File: config.mk
export PLATFORM = sky130hd
export DESIGN_NAME = policy_cfg_loader
export DESIGN_NICKNAME = d
export VERILOG_FILES = /design/src/rtl/policy_cfg_loader.sv
export SDC_FILE = /design/constraint.sdc
export NUM_CORES = 1
export LEC_CHECK = 0
export ABC_AREA = 1
export CORE_MARGIN = 4
export CORE_UTILIZATION = 39
export CTS_BUF_LIST = sky130_fd_sc_hd__clkbuf_4 sky130_fd_sc_hd__clkbuf_8 sky130_fd_sc_hd__clkbuf_16
export DETAILED_ROUTE_END_ITERATION = 8
export HOLD_SLACK_MARGIN = 0.08
export MAX_ROUTING_LAYER = met4
export PLACE_DENSITY = 0.81
export SYNTH_ARGS = -nofsm -noshare
export SYNTH_HDL_FRONTEND = slang
export SYNTH_SLANG_ARGS = --single-unit
File: constraint.sdc
create_clock -name HCLK -period 1.78 [get_ports HCLK]
set_input_delay 0.267 -clock HCLK [delete_from_list [all_inputs] [get_ports HCLK]]
set_output_delay 0.267 -clock HCLK [all_outputs]
set_load 0.01 [all_outputs]
File: src/rtl/policy_cfg_loader.sv
// Copies policy entries from a local table into APB configuration registers,
// verifying every write with a readback, then commits (locks) the policy set.
module policy_cfg_loader #(
  parameter int unsigned NUM_POLICY    = 8,
  parameter logic [31:0] CFG_BASE      = 32'h4001_0000,
  parameter int unsigned POLICY_STRIDE = 16,
  localparam int unsigned AW           = $clog2(NUM_POLICY * 4)
) (
  input  logic          HCLK,
  input  logic          HRESETn,
  input  logic          start,
  input  logic [3:0]    num_policy,
  output logic          tbl_rd,
  output logic [AW-1:0] tbl_addr,
  input  logic [31:0]   tbl_rdata,
  output logic          PSEL,
  output logic          PENABLE,
  output logic          PWRITE,
  output logic [31:0]   PADDR,
  output logic [31:0]   PWDATA,
  input  logic [31:0]   PRDATA,
  input  logic          PREADY,
  input  logic          PSLVERR,
  output logic          busy,
  output logic          done,
  output logic          err,
  output logic [3:0]    err_idx,
  output logic          lock
);

  typedef enum logic [2:0] {
    StIdle, StFetch, StCapt, StWsetup, StWaccess, StRsetup, StRaccess, StDone
  } state_e;

  state_e      state_q;
  logic [3:0]  entry_q;
  logic [1:0]  word_q;
  logic [3:0]  cnt_q;

  logic [3:0]  clamped;
  logic [31:0] paddr_calc;
  logic        last_word;
  logic [3:0]  next_entry;
  logic [1:0]  next_word;
  logic        wr_fail;
  logic        rd_fail;

  always_comb begin
    clamped    = (32'(num_policy) > NUM_POLICY) ? 4'(NUM_POLICY) : num_policy;
    paddr_calc = CFG_BASE + 32'(POLICY_STRIDE) * {28'd0, entry_q} + {28'd0, word_q, 2'b00};
    last_word  = (word_q == 2'd3) && ((entry_q + 4'd1) == cnt_q);
    next_word  = word_q + 2'd1;
    next_entry = (word_q == 2'd3) ? entry_q + 4'd1 : entry_q;
    wr_fail    = PREADY && PSLVERR;
    // Readback must match the full written word, not just the implemented bits.
    rd_fail    = PREADY && (PSLVERR || (PRDATA != PWDATA));
  end

  always_ff @(posedge HCLK or negedge HRESETn) begin
    if (!HRESETn) begin
      state_q  <= StIdle;
      entry_q  <= '0;
      word_q   <= '0;
      cnt_q    <= '0;
      tbl_rd   <= 1'b0;
      tbl_addr <= '0;
      PSEL     <= 1'b0;
      PENABLE  <= 1'b0;
      PWRITE   <= 1'b0;
      PADDR    <= '0;
      PWDATA   <= '0;
      busy     <= 1'b0;
      done     <= 1'b0;
      err      <= 1'b0;
      err_idx  <= '0;
      lock     <= 1'b0;
    end else begin
      case (state_q)
        StIdle: begin
          if (start && !lock) begin
            cnt_q <= clamped;
            busy  <= 1'b1;
            if (clamped == 4'd0) begin
              done    <= 1'b1;
              state_q <= StDone;
            end else begin
              err      <= 1'b0;
              entry_q  <= '0;
              word_q   <= '0;
              tbl_addr <= '0;
              tbl_rd   <= 1'b1;
              state_q  <= StFetch;
            end
          end
        end
        StFetch: begin
          tbl_rd  <= 1'b0;
          state_q <= StCapt;
        end
        StCapt: begin
          PWDATA  <= tbl_rdata;
          PADDR   <= paddr_calc;
          PSEL    <= 1'b1;
          PWRITE  <= 1'b1;
          state_q <= StWsetup;
        end
        StWsetup: begin
          PENABLE <= 1'b1;
          state_q <= StWaccess;
        end
        StWaccess: begin
          if (wr_fail) begin
            PSEL    <= 1'b0;
            PENABLE <= 1'b0;
            PWRITE  <= 1'b0;
            err     <= 1'b1;
            err_idx <= entry_q;
            done    <= 1'b1;
            state_q <= StDone;
          end else if (PREADY) begin
            PENABLE <= 1'b0;
            PWRITE  <= 1'b0;
            state_q <= StRsetup;
          end
        end
        StRsetup: begin
          PENABLE <= 1'b1;
          state_q <= StRaccess;
        end
        StRaccess: begin
          if (PREADY) begin
            PSEL    <= 1'b0;
            PENABLE <= 1'b0;
            if (rd_fail) begin
              err     <= 1'b1;
              err_idx <= entry_q;
              done    <= 1'b1;
              state_q <= StDone;
            end else if (last_word) begin
              done    <= 1'b1;
              state_q <= StDone;
            end else begin
              entry_q  <= next_entry;
              word_q   <= next_word;
              tbl_addr <= AW'({next_entry, next_word});
              tbl_rd   <= 1'b1;
              state_q  <= StFetch;
            end
          end
        end
        StDone: begin
          done    <= 1'b0;
          busy    <= 1'b0;
          // An empty load completes but never commits the policy set.
          if (!err && (cnt_q != 4'd0)) lock <= 1'b1;
          state_q <= StIdle;
        end
        default: state_q <= StIdle;
      endcase
    end
  end

endmodule

==> summary.md <==
| Metric | Value |
|---|---|
| Status | finished clean |
| Yosys Warn Count | 0 |
| Setup CP Type | flip-flop to flip-flop |
| Worst path max stage delay | 0.43 ns |
| IO Port Bufs | 129 |
| Nets | 695 |
| DR pass1 iterations | 4 |
| Logic pwr share | 48.4% |
| Num rows | 34 |
| TritonCTS buffer count | 9 |
| Adder and majority gate portion of the synthesized area | 0.693% |
| Crit Path Max Fanout | 6 |
| XOR/XNOR Fraction of Synth Area | 3.39% |
| Initial antenna violation count | 0 |
| Worst hold-check path type | input port to flip-flop |
| Critical path data required time | 2.00 ns |
| Netlist cell types | 39 |
| Skew final | 0.0115 ns |
| Final Cycle Share | roughly 97% |
| Synthesized area | 3610 sq um |
| Setup crit start kind | flip-flop |
| Area Growth Syn to Fin | 47.4% |
| Initial cell density of the core | 40.8% |
| Sequential share of the synthesized area | 44.3% |
| Sw frac | 39.4% |
| Clock tree buffer depth | 2 |
| Max_cap viols | 0 |
| Grt ovf | 0 |
| Largest net degree at the start of global routing | 65 |
| Post-synth EDFFs | 0 |
| Final setup vio count | 0 |
| Max Slew Vio Count | 0 |
| Largest family of logic cells by synthesized area | simple AND/OR/NAND/NOR gates |
| Share of layout cells above drive strength 1 | roughly an eighth |
| GP Congestion | 0.905 |
| Flops & latches, synth | between 60 and 70 |
| Total power | 7.64 mW |
| Clock sink count | 64 |
| Area share of the largest cell type after synthesis | 44.3% |
| DRT iter0 DRCs | 156 |
| RSZ-0062 raised after global routing | true |
| Worst VDD drop | approximately 0.71 mV |
| Die W | 104 microns |
| Vias | 3466 |
| Via density per instance | 4.73 |
| Final Util | between 60 and 70% |
| Fmax | around 0.58 GHz |
| Drt drc | 0 |
| CP max stage cell | dfrtp_2 |
| Critical path arrival | between 1.5 and 2 ns |
| Number of global-route vias before repair | approximately 3400 |
| Async S/R FF share, synth | 100% |
| Crit path cell chain | ha_4, or2_2, nand3_2, nor2_4, nand3_2, nand2_2, inv_4, nand3_4, nand3_1, nand2_1 |
| Clk_lat worst skew | 0.34 ns |
| Pleak | about 2.5 nW |
| Sequential share of power | 33.1% |
| Area leader, netlist | dfrtp_1 |
| Synth Area in Simple Gates | 30.3% |
| Core area | 8850 sq um |
| Die Y-Extent | 104 microns |
| Cell count after synthesis | 476 |
| Post-synthesis compound-gate area fraction | 7.62% |
| Global-route wire length before repair | 16800 microns |
| TritonCTS clock tree | done |
| Power per cell area | 1430 nW/um^2 |
| Wire length per cell | ~14 microns |
| Ys flop type | dfrtp_1 |
| Count leader, synth | nand2_1 |
| DIE AREA | approximately 11000 sq um |
| Clk root buf | clkbuf_8 |
| Synth top cells by count | nand2_1 (164), dfrtp_1 (64), inv_1 (57) |
| Filler cells | a little under 800 |
| Clock transition at path regs | 0.07 ns |
| Io pins | 154 |
| Switch Pwr | 3.01 mW |
| Area contributors post-synth | dfrtp_1 (44%), nand2_1 (17%), buf_4 (6.0%) |
| Final Hold Viols | 0 |
| H-Tree Level Count | 3 |
| Min Tclk post-route | 1.72 ns |
| Post-Route WL | 10200 microns |
| Mux contribution to synthesized area | 0% |
| Clock Power Share | roughly 19% |
| Critical path's most frequent cell | nand3_2 |
| Int Power | approximately 4.6 mW |
| Mean area per synthesized cell | 7.59 sq um |
| ANT cells | 0 |
| Setup crit end kind | flip-flop |
| DP Wirelength | 8040 microns |
| DRT antenna net count | 0 |
| Tot GR Track Use | 19.6% |
==> cell families after synthesis <==
| family | Yosys count |
|---|---|
| xor+xnor | 14 |
| compound gates | 51 |
| buf+inv | 101 |
| simple gates | 243 |
| flops | 64 |
| other cells | 1 |
| fa+ha+maj | 2 |
==> state kept, by name, indices dropped and copies added (netlist names) <==
register / cells
state_q: 3
err_idx: 4
tbl_rd: 1
PENABLE: 1
PWDATA: 32
PWRITE: 1
busy: 1
PADDR: 7
cnt_q: 4
lock: 1
entry_q: 1
err: 1
PSEL: 1
tbl_addr: 5
done: 1
==> power by group through the flow <==
stage / logic, mW / clock network (mW) / registers, mW
2_1_floorplan: 1.80 / 0 / 2.68
3_3_place_gp: 3.61 / 0 / 2.53
3_5_place_dp: 3.67 / 0 / 2.55
4_1_cts: 3.69 / 1.45 / 2.52
5_1_grt: 4.13 / 1.52 / 2.60
6_report: 3.70 / 1.42 / 2.53
==> final timing paths <==
check / slack [ns] / endpoint / from / cells past startpoint
setup / recovery: 0.06 / entry_q[3] / tbl_addr[2] / 10
hold / removal: 0.46 / PWDATA[4] / tbl_rdata[4] / 3
setup reg to reg: 0.06 / entry_q[3] / tbl_addr[2] / 10
hold reg to reg: 0.48 / PSEL / PSEL / 2
max in group asynchronous: 1.02 / tbl_addr[4] / HRESETn / 3
min in group asynchronous: 0.47 / busy / HRESETn / 3
==> per-layer routing <==
layer	vias up	global-route usage (%)	share of wire [%]
met5	-	-	0
met4	0	5.32	1.4
met3	14	4.84	7.4
met2	140	31.7	48
met1	1606	24.6	43
li1	1706	-	-
==> per-stage QoR <==
stage                     setup TNS [ns]  hold slack [ns]  worst slack (ns)  instances  instance area (sq um)
after floorplan                        0          -0.0286           0.00501        499                   3700
final                                  0            0.459            0.0565        733                   5330
after global routing              -0.453            0.455           -0.0660        733                   5330
after detailed placement           -3.63            0.310            -0.291        713                   5000
after global placement             -2.67            0.312            -0.213        713                   5000
after CTS                              0            0.443           0.00593        730                   5250
==> cell usage in the layout (no fill, tap or decap), types with 4 or more instances in the layout <==
cell	instances
inv_1	57
o21ai_0	29
buf_4	14
nand2_1	163
dfrtp_1	62
clkbuf_8	10
nand4_1	8
inv_2	6
nand2_2	4
nor2_1	26
nor2_2	5
clkdlybuf4s50_1	128
nand3_1	10
o21ai_1	10
xor2_1	5
xnor2_1	8
conb_1	24
nand3_2	5
==> cell type report <==
type                            instances  area, sq um  area share [%]
Clock inverter                          5         80.1            1.50
Clock buffer                           11          145            2.73
Multi-Input combinational cell        334         1670            31.4
Tap cell                              108          135            2.54
Timing Repair Buffer                  146         1440            27.1
Sequential cell                        64         1600            30.1
Inverter                               65          249            4.68
==> timing repair <==
action,in CTS,in global routing
pin swaps,0,2
endpoints found under the hold margin,64,0
resized for setup,1,13
hold buffers,1,0
setup endpoints to repair,6,15
setup buffers,0,3
==> worst max-delay path: cells and delay by family (launching register included) <==
kind          cells  cell delay, ns
simple gates      8            0.82
flops             1            0.43
fa+ha+maj         1            0.26
buf+inv           1            0.10
Note: power is estimated with default switching activity, not from simulation.
